--- config.mk ---
export PLATFORM = sky130hd
export DESIGN_NAME = sync_fifo_flags_flat
export DESIGN_NICKNAME = d
export VERILOG_FILES = /design/src/rtl/fifo_pkg.sv /design/src/rtl/fifo_if.sv /design/src/rtl/fifo_ram.sv /design/src/rtl/sync_fifo_flags.sv /design/src/flat_wrapper.sv
export SDC_FILE = /design/constraint.sdc
export NUM_CORES = 1
export LEC_CHECK = 0
export ABC_AREA = 0
export BUFFER_PORTS_ARGS = -buffer_cell sky130_fd_sc_hd__buf_4
export CORE_ASPECT_RATIO = 0.5
export CORE_UTILIZATION = 45
export CTS_CLUSTER_DIAMETER = 50
export CTS_CLUSTER_SIZE = 20
export DETAILED_ROUTE_END_ITERATION = 10
export PLACE_DENSITY = 0.67
export SLEW_MARGIN = 15
export SYNTH_ARGS = -nofsm -noshare
export SYNTH_HDL_FRONTEND = slang
export SYNTH_HIERARCHICAL = 1
export SYNTH_SLANG_ARGS = --single-unit
--- constraint.sdc ---
create_clock -name clk -period 2.8 [get_ports clk]
set_input_delay 0.14 -clock clk [delete_from_list [all_inputs] [get_ports clk]]
set_output_delay 0.14 -clock clk [all_outputs]
set_load 0.05 [all_outputs]
--- src/rtl/fifo_pkg.sv ---
// Shared types for sync_fifo_flags.
//   push_e_t / pop_e_t : 1-bit request encodings for the write and read sides.
//   data_t / DATA_RST  : default data word type and its reset value.
//   ptr_w()            : pointer/count width for a given depth (address bits + wrap bit).
package fifo_pkg;

    typedef enum logic { NO_PUSH = 1'b0, PUSH = 1'b1 } push_e_t;
    typedef enum logic { NO_POP  = 1'b0, POP  = 1'b1 } pop_e_t;

    localparam int DATA_W_DEF = 8;
    localparam int DEPTH_DEF  = 16;

    typedef logic [DATA_W_DEF-1:0] data_t;
    localparam data_t DATA_RST = '0;

    function automatic int ptr_w(input int depth);
        return $clog2(depth) + 1;
    endfunction

endpackage

--- src/rtl/fifo_if.sv ---
// Bundle of FIFO request and status signals.
//   master : producer/consumer side (drives push, data_in, pop, clr_err).
//   slave  : FIFO side (drives data, flags, count, sticky errors).
//   fifo   : alias of slave, the storage-block view.
interface fifo_if
    import fifo_pkg::*;
#(
    parameter int DATA_W = DATA_W_DEF,
    parameter int DEPTH  = DEPTH_DEF
);
    localparam int CW = ptr_w(DEPTH);

    push_e_t             push;
    logic [DATA_W-1:0]   data_in;
    logic                full;
    logic                almost_full;
    pop_e_t              pop;
    logic [DATA_W-1:0]   data_out;
    logic                empty;
    logic                almost_empty;
    logic [CW-1:0]       count;
    logic                overflow;
    logic                underflow;
    logic                clr_err;

    modport master (
        output push, data_in, pop, clr_err,
        input  full, almost_full, data_out, empty, almost_empty,
               count, overflow, underflow
    );

    modport slave (
        input  push, data_in, pop, clr_err,
        output full, almost_full, data_out, empty, almost_empty,
               count, overflow, underflow
    );

    modport fifo (
        input  push, data_in, pop, clr_err,
        output full, almost_full, data_out, empty, almost_empty,
               count, overflow, underflow
    );

endinterface

--- src/rtl/fifo_ram.sv ---
// DEPTH x DATA_W storage: one synchronous write port, one asynchronous read port.
//   clk   : write clock
//   we    : write enable
//   waddr : write address
//   wdata : write data
//   raddr : read address
//   rdata : read data (combinational from raddr)
// Contents are intentionally not reset.
module fifo_ram #(
    parameter int DATA_W = 8,
    parameter int DEPTH  = 16,
    parameter int AW     = $clog2(DEPTH)
) (
    input  logic              clk,
    input  logic              we,
    input  logic [AW-1:0]     waddr,
    input  logic [DATA_W-1:0] wdata,
    input  logic [AW-1:0]     raddr,
    output logic [DATA_W-1:0] rdata
);

    logic [DATA_W-1:0] mem [DEPTH];

    always_ff @(posedge clk) begin
        if (we) mem[waddr] <= wdata;
    end

    assign rdata = mem[raddr];

endmodule

--- src/rtl/sync_fifo_flags.sv ---
// Single-clock FIFO with occupancy count, programmable almost-full/almost-empty,
// sticky overflow/underflow and registered or first-word-fall-through read.
//   clk : clock, rising edge
//   rst : asynchronous active-high reset
//   bus : fifo_if slave view (push/data_in/pop/clr_err in; data_out, flags,
//         count, overflow, underflow out)
// All outputs come from flops or from the RAM read port addressed by a flop,
// so there is no combinational path from push/pop to any output.
module sync_fifo_flags
    import fifo_pkg::*;
#(
    parameter int DATA_W    = DATA_W_DEF,
    parameter int DEPTH     = DEPTH_DEF,
    parameter int AFULL_TH  = DEPTH - 2,
    parameter int AEMPTY_TH = 2,
    parameter bit FWFT      = 1'b0
) (
    input  logic   clk,
    input  logic   rst,
    fifo_if.slave  bus
);

    localparam int PW = ptr_w(DEPTH);
    localparam int AW = PW - 1;

    logic [PW-1:0]     wr_ptr_q, wr_ptr_d;
    logic [PW-1:0]     rd_ptr_q, rd_ptr_d;
    logic [PW-1:0]     count_q, count_d;
    logic              full_q, full_d;
    logic              afull_q, afull_d;
    logic              empty_q, empty_d;
    logic              aempty_q, aempty_d;
    logic              ovf_q, ovf_d;
    logic              unf_q, unf_d;
    logic [DATA_W-1:0] dout_q, dout_d;

    logic              push_ok, pop_ok;
    logic [DATA_W-1:0] ram_rdata;

    fifo_ram #(
        .DATA_W (DATA_W),
        .DEPTH  (DEPTH),
        .AW     (AW)
    ) u_ram (
        .clk   (clk),
        .we    (push_ok),
        .waddr (wr_ptr_q[AW-1:0]),
        .wdata (bus.data_in),
        .raddr (rd_ptr_q[AW-1:0]),
        .rdata (ram_rdata)
    );

    always_comb begin
        pop_ok   = (bus.pop == POP) && !empty_q;
        // At full a concurrent pop frees the slot the push writes into.
        push_ok  = (bus.push == PUSH) && (!full_q || pop_ok);

        wr_ptr_d = wr_ptr_q + PW'(push_ok);
        rd_ptr_d = rd_ptr_q + PW'(pop_ok);
        count_d  = wr_ptr_d - rd_ptr_d;

        full_d   = (wr_ptr_d[PW-1] != rd_ptr_d[PW-1]) &&
                   (wr_ptr_d[AW-1:0] == rd_ptr_d[AW-1:0]);
        empty_d  = (wr_ptr_d == rd_ptr_d);
        afull_d  = (count_d >= PW'(AFULL_TH));
        aempty_d = (count_d <= PW'(AEMPTY_TH));

        // Set beats clear when both happen in one cycle.
        ovf_d = ovf_q;
        if ((bus.push == PUSH) && !push_ok) ovf_d = 1'b1;
        else if (bus.clr_err)               ovf_d = 1'b0;

        unf_d = unf_q;
        if ((bus.pop == POP) && !pop_ok)    unf_d = 1'b1;
        else if (bus.clr_err)               unf_d = 1'b0;

        // Read data is sampled before the same-edge write, so a push+pop at
        // full returns the oldest word, not the incoming one.
        dout_d = dout_q;
        if (pop_ok) dout_d = ram_rdata;
    end

    always_ff @(posedge clk or posedge rst) begin
        if (rst) begin
            wr_ptr_q <= '0;
            rd_ptr_q <= '0;
            count_q  <= '0;
            full_q   <= 1'b0;
            afull_q  <= 1'b0;
            empty_q  <= 1'b1;
            aempty_q <= 1'b1;
            ovf_q    <= 1'b0;
            unf_q    <= 1'b0;
            dout_q   <= '0;
        end else begin
            wr_ptr_q <= wr_ptr_d;
            rd_ptr_q <= rd_ptr_d;
            count_q  <= count_d;
            full_q   <= full_d;
            afull_q  <= afull_d;
            empty_q  <= empty_d;
            aempty_q <= aempty_d;
            ovf_q    <= ovf_d;
            unf_q    <= unf_d;
            dout_q   <= dout_d;
        end
    end

    // FWFT shows the head word straight off the RAM; with no valid head it
    // shows zero so stale memory never leaks out (including after reset).
    assign bus.data_out     = FWFT ? (empty_q ? '0 : ram_rdata) : dout_q;
    assign bus.full         = full_q;
    assign bus.almost_full  = afull_q;
    assign bus.empty        = empty_q;
    assign bus.almost_empty = aempty_q;
    assign bus.count        = count_q;
    assign bus.overflow     = ovf_q;
    assign bus.underflow    = unf_q;

endmodule

--- src/flat_wrapper.sv ---
// flat-port wrapper written by rule: the top's interface ports become plain ports
module sync_fifo_flags_flat import fifo_pkg::*;
#(
    parameter int DATA_W    = DATA_W_DEF,
    parameter int DEPTH     = DEPTH_DEF,
    parameter int AFULL_TH  = DEPTH - 2,
    parameter int AEMPTY_TH = 2,
    parameter bit FWFT      = 1'b0
)
  (clk, rst, bus_push, bus_data_in, bus_pop, bus_clr_err, bus_full, bus_almost_full, bus_data_out, bus_empty, bus_almost_empty, bus_count, bus_overflow, bus_underflow);
  fifo_if #(.DATA_W(DATA_W), .DEPTH(DEPTH)) bus_i ();
  input  logic clk;
  input  logic rst;
  input wire logic [$bits(bus_i.push)-1:0] bus_push;
  input wire logic [$bits(bus_i.data_in)-1:0] bus_data_in;
  input wire logic [$bits(bus_i.pop)-1:0] bus_pop;
  input wire logic [$bits(bus_i.clr_err)-1:0] bus_clr_err;
  output wire logic [$bits(bus_i.full)-1:0] bus_full;
  output wire logic [$bits(bus_i.almost_full)-1:0] bus_almost_full;
  output wire logic [$bits(bus_i.data_out)-1:0] bus_data_out;
  output wire logic [$bits(bus_i.empty)-1:0] bus_empty;
  output wire logic [$bits(bus_i.almost_empty)-1:0] bus_almost_empty;
  output wire logic [$bits(bus_i.count)-1:0] bus_count;
  output wire logic [$bits(bus_i.overflow)-1:0] bus_overflow;
  output wire logic [$bits(bus_i.underflow)-1:0] bus_underflow;
  assign bus_i.push = bus_push;
  assign bus_i.data_in = bus_data_in;
  assign bus_i.pop = bus_pop;
  assign bus_i.clr_err = bus_clr_err;
  assign bus_full = bus_i.full;
  assign bus_almost_full = bus_i.almost_full;
  assign bus_data_out = bus_i.data_out;
  assign bus_empty = bus_i.empty;
  assign bus_almost_empty = bus_i.almost_empty;
  assign bus_count = bus_i.count;
  assign bus_overflow = bus_i.overflow;
  assign bus_underflow = bus_i.underflow;
  sync_fifo_flags #(.DATA_W(DATA_W), .DEPTH(DEPTH), .AFULL_TH(AFULL_TH), .AEMPTY_TH(AEMPTY_TH), .FWFT(FWFT)) u_core (.clk(clk), .rst(rst), .bus(bus_i));
endmodule
Word-level counts from Yosys, hierarchy flattened
Memories as Yosys holds them, arrays and structs flattened. A register that Yosys moved wholly into a read port is not among the register bits.
Index checks and enable logic that the tools add are counted.
Storage, ports and cells
  register bits after elaboration: 21
  RAM bits: 128
  input bits: 13
  output and inout bits: 19
  word-level logic and storage cells: 35
  memories kept: 1
Cells by class
  add/sub/neg operators: 3
  order comparisons: 2
  equality and inequality tests: 3
  multiplexer cells: 5
  reductions and logical operators: 12
Memories
  u_core.u_ram.mem: words 16, width 8, rd ports 1, clocked after memory_dff 1, wr ports 1, line fifo_ram.sv:22  | logic [DATA_W-1:0] mem [DEPTH];
Operators with widths (count)
  5-bit by 1-bit adder with 5-bit output: 2
  5-bit equality test: 1
  5-bit by 4-bit >= comparator with 1-bit output, second input constant: 1
  5-bit by 2-bit less-or-equal comparator with 1-bit output, second input constant: 1
  1-bit logical AND: 5
  1-bit 2-to-1 mux: 5
  5-bit subtractor: 1
  4-bit equality test: 1
  1-bit logical NOT: 4
  2-bit nonzero test: 2
  1-bit logical OR: 1
  1-bit inequality test: 1

Depth between registers and ports, before layout
  word-level depth: 7
  gate-level depth with buffers: 14
  depth with buffers taken out: 13

By module
Netlist, hierarchy kept.
Modules (own cells, without submodules)
  fifo_ram: instances 1, cells each 221, area each 4987.3 um2, sequential area each 3843.7 um2
  sync_fifo_flags: instances 1, cells each 118, area each 1306.3 um2, sequential area each 728.2 um2

Worst setup path after synthesis
Ideal clock, no wire load.
  path type: flip-flop to flip-flop
  start point: reg u_core.empty_q (netlist: u_core/bus.empty)
  end point: reg u_core.aempty_q (netlist: u_core/bus.almost_empty)
  setup time: 0.105 ns
  data arrival time: 3.065 ns
  data required time: 2.695 ns
  setup slack: -0.370 ns
  cell stages (with the launch flop): 14
  path buffers: 1
  period minus slack after synthesis: 3.170 ns
  path through: dfstp_2 -> nand2b_1 -> clkbuf_1 -> a21boi_0 -> ha_1 -> ha_1 -> xnor2_1 -> ha_1 -> nor2_1 -> inv_1 -> a21o_1 -> a21oi_2 -> xnor2_2 -> a2111oi_2
Between the ends
  word-level cells in the longest chain between the ends: 7
  elaborated cells on any way between the ends: 8
  classes of those cells: add/sub (3); order compare (1); reduce/logical (4)
Ends and longest elaborated chain
  from (decl): line sync_fifo_flags.sv:31  | logic empty_q, empty_d;
  from (signal assigned): line sync_fifo_flags.sv:101  | empty_q <= empty_d;
  1-bit logical NOT: line sync_fifo_flags.sv:54  | pop_ok = (bus.pop == POP) && !empty_q;
  1-bit logical AND: line sync_fifo_flags.sv:54
  1-bit logical OR: line sync_fifo_flags.sv:56  | push_ok = (bus.push == PUSH) && (!full_q || pop_ok);
  1-bit logical AND: line sync_fifo_flags.sv:56
  net u_core.push_ok: line sync_fifo_flags.sv:37  | logic push_ok, pop_ok;
  5-bit by 1-bit adder with 5-bit output: line sync_fifo_flags.sv:58  | wr_ptr_d = wr_ptr_q + PW'(push_ok);
  net u_core.wr_ptr_d[1]: line sync_fifo_flags.sv:26  | logic [PW-1:0] wr_ptr_q, wr_ptr_d;
  5-bit subtractor: line sync_fifo_flags.sv:60  | count_d = wr_ptr_d - rd_ptr_d;
  net u_core.count_d[4]: line sync_fifo_flags.sv:28  | logic [PW-1:0] count_q, count_d;
  5-bit by 2-bit less-or-equal comparator with 1-bit output: line sync_fifo_flags.sv:66  | aempty_d = (count_d <= PW'(AEMPTY_TH));
  net u_core.aempty_d: line sync_fifo_flags.sv:32  | logic aempty_q, aempty_d;
  to (signal assigned): line sync_fifo_flags.sv:102  | aempty_q <= aempty_d;
  to (decl): line sync_fifo_flags.sv:32
The timed path passes the listed nets, and every way through them passes these cells.
A chain may end at the register's enable or synchronous reset.

Worst setup path in the final report
  start point: reg u_core.empty_q (netlist: u_core/bus.empty)
  end point: reg u_core.aempty_q (netlist: u_core/bus.almost_empty)
Between the ends
  elaborated cells on any way between the ends: 8
  classes of those cells: add/sub (3); order compare (1); reduce/logical (4)
RTL lines
  1-bit logical NOT: line sync_fifo_flags.sv:54
  1-bit logical AND: line sync_fifo_flags.sv:54
  net u_core.pop_ok: line sync_fifo_flags.sv:37
  5-bit by 1-bit adder with 5-bit output: line sync_fifo_flags.sv:59  | rd_ptr_d = rd_ptr_q + PW'(pop_ok);
  net u_core.rd_ptr_d[1]: line sync_fifo_flags.sv:27  | logic [PW-1:0] rd_ptr_q, rd_ptr_d;
  5-bit subtractor: line sync_fifo_flags.sv:60
  5-bit by 2-bit less-or-equal comparator with 1-bit output: line sync_fifo_flags.sv:66
  net u_core.aempty_d: line sync_fifo_flags.sv:32
The timed path passes the listed nets, and every way through them passes these cells.

==> impl_metrics.yaml <==
status:
  status: "finished, final reports clean"
sta:
  tns_ps: 0
  hold_viol: 0
  slew-limit-headroom_pct: 33.2
  fin_crit_sh_pct: 94.5
  max_freq_mhz: 378
  rsz0062_at_grt: "false"
  holdWs_ps: 20.9
  setup_viol: 0
  finClkSkew_ps: 13.5
  tightest_slew_ps: 995
  slew_violations: 0
  setup_ws_ps: 155
  period_needed_ps: 2650
detailed_routing:
  detail_route.wl_per_cell_um: 19.7
  drt-pass1-iter-count: 4
  antenna_left: 0
  drcViolationCount: 0
  via_count: 3178
  routed_wl_um: 12000
  viasPerCell: 5.23
  drt_iter0_markers: 260
place:
  port_buffers: 31
  hpwl_um: 7730
  preCtsSetupSlack_ps: 59.5
  globalplace.congestion: 0.746
pwr:
  finalPower_mw: 9.01
  power_density_nw_per_um2: 1210
  p_leak_nw: 2.73
  irDropWorstVdd_mv: 0.576
clock_tree:
  clock-sinks: 157
  cts_buffers: 17
  clk_pin_slew_ps: 60
  cts_root_buf: "clkbuf_16"
  cts_max_path_buffers: 2
  h-tree-depth: 4
  cts_tree: "done"
  insertion_delay_ps: 420
synthesis:
  synth_top_family_by_area: "multiplexers"
  syn_area_per_cell_um2: 18.6
  syn-num-nets: 362
  muxShareOfSynthArea_pct: 12.3
  synth_xor_area_share_pct: 2.72
  yosysUniqueCellTypes: 36
  synth_fa_ha_area_share_pct: 1.99
  yosys_warnings: 6
  netlist.area_leader.share_pct: 61.1
  post_synth_inst_count: 339
  synth_compound_area_share_pct: 3.08
  ys_seq_area_share_pct: 72.6
  yosysTopAreaCell: "edfxtp_1"
  synth.area.top_cells: "edfxtp_1 61%, dfrtp_1 11%, mux4_2 6.4%"
  synth_area_um2: 6290
  ys_seq_elements: 157
  synthSimpleGateAreaFrac_pct: 5.07
floorplan:
  die_y_um: 85.6
  dieArea_um2: 14500
  coreArea_um2: 13600
  rows: 30
  dieWidth_um: 169
  num_io_pins: 32
  initial_utilization_pct: 46.3
layout:
  final_nets: 426
  drive_gt1_share_pct: 27.9
  n_antenna_cell: 0
  fillers: 1048
  syn_to_final_growth_pct: 18.6
critical_path:
  critPathMaxFanout: 7
  critical_path.cell_chain: "nand2b_4 -> clkinv_1 -> ha_1 -> ha_1 -> inv_1 -> ha_1 -> a21o_1 -> a21oi_2 -> xnor2_1 -> a2111oi_4"
  startpoint_type: "flip-flop"
  crit_path_frequent_cell: "ha_1"
  critPathSlowestCell: "dfstp_2"
  arrival_ps: 2960
  setup.worst_path.end_class: "flip-flop"
  slowest_delay_ps: 550
  path_class: "reg -> reg"
  cp.required_ps: 3110
global_route:
  grt_pass1_vias: 3326
  grt_pass1_wl_um: 18700
  grt-ovfl-total: 0
  grt_max_degree: 34
  grt_antenna_before_repair: 0
  grt_util_all_layers_pct: 18.1
flow_run:
  cap_violations: 0
hold_path:
  hp-class: "in -> reg"
==> cells in the mapped netlist (all sizes together) <==
cell type	count
clkinv	1
nand4	1
mux4	32
edfxtp	128
o21ai	2
dfstp	2
a21oi	3
xnor2	9
nor2b	1
a22oi	16
inv	12
and2	1
a21o	2
o21bai	1
nand3b	2
clkdlybuf4s25	3
a2111oi	1
buf	7
nor2	16
or3b	1
ha	10
nor3	4
and2b	1
nand2	36
a21boi	1
nand3	7
nand2b	3
clkbuf	1
xor2	8
dfrtp	27
==> cells in the final DEF (no fill, tap or decap), types with 3 or more instances in the layout <==
cell	synthesis	final
a22oi_1	16	16
buf_4	1	52
clkbuf_16	0	17
clkinv_1	1	4
clkinv_4	0	3
clkinvlp_4	0	3
dfrtp_1	27	26
dlygate4sd3_1	0	4
edfxtp_1	128	128
ha_1	10	8
inv_1	12	11
inv_6	0	4
mux4_1	14	14
mux4_2	18	18
nand2_1	36	36
nand3_1	7	7
nor2_1	16	15
nor3_1	4	4
xnor2_1	8	7
xor2_1	6	6
==> worst max-delay path: cells and delay by family, from the launching register on <==
family,cells,cell delay [ps]
compound gates,3,670
xor+xnor,1,130
fa+ha+maj,3,870
buf+inv,2,150
flops,1,550
simple gates,1,170
==> registers in the layout (all words and copies together) (netlist names), 5 cells and up <==
| signal | count |
|---|---|
| u_core/bus.data_out | 8 |
| u_core/wr_ptr_q | 5 |
| u_core/u_ram/mem | 128 |
| u_core/bus.count | 5 |
| u_core/rd_ptr_q | 5 |
==> routing by layer <==
layer	global-route usage (%)	wire, um	up-vias
met4	6.55	191	0
met5	0	0	-
met3	4.85	897	13
li1	-	-	1449
met1	24.5	5070	1604
met2	28.7	5800	112
==> power breakdown <==
group | switching (mW) | internal [mW] | leakage, nW
registers | 0.231 | 2.98 | 1.51
clock network | 0.919 | 1.14 | 0.257
logic | 2.23 | 1.51 | 0.966
==> logic make-up after synthesis <==
family,Yosys count
flip-flops,157
buffers and inverters,24
XOR/XNOR,17
AO/OA/AOI/OAI,26
AND/OR/NAND/NOR,73
multiplexers,32
adder cells (fa/ha/maj),10
==> stage by stage <==
| step | instances | area (um^2) | utilization, % |
|---|---|---|---|
| detailed placement | 571 | 6860 | 50.5 |
| finish | 608 | 7470 | 54.9 |
| global route | 608 | 7470 | 54.9 |
| floorplan | 339 | 6330 | - |
| CTS | 606 | 7420 | 54.6 |
| global placement | 571 | 6860 | 50.5 |
==> what timing repair did <==
action / in CTS / in global routing
endpoints found under the setup margin: 0 / 2
buffers inserted: 0 / 1
hold buffers: 3 / 1
endpoints found under the hold margin: 2 / 27
gates resized for setup: 0 / 3
==> area by class of cell <==
class | instances | area [um^2] | area share [%]
flip-flops and latches | 157 | 4570 | 61.3
multi-input cells | 158 | 1640 | 21.9
repair buffers | 56 | 430 | 5.77
clock buffers | 17 | 425 | 5.70
well taps | 192 | 240 | 3.22
clock inverters | 15 | 113 | 1.51
inverters | 13 | 48.8 | 0.654
==> final timing paths <==
check / start / end / slack [ps] / cells past startpoint
max in group asynchronous: rst / u_core/rd_ptr_q[0] / 1890 / 3
hold / removal: bus_data_in[2] / u_core/u_ram/mem[1][2] / 20 / 1
setup reg to reg: u_core/bus.empty / u_core/bus.almost_empty / 150 / 10
min in group asynchronous: rst / u_core/bus.overflow / 410 / 3
hold reg to reg: u_core/bus.data_out[5] / u_core/bus.data_out[5] / 490 / 2
setup / recovery: u_core/bus.empty / u_core/bus.almost_empty / 150 / 10
(Power assumes the default switching activity.)
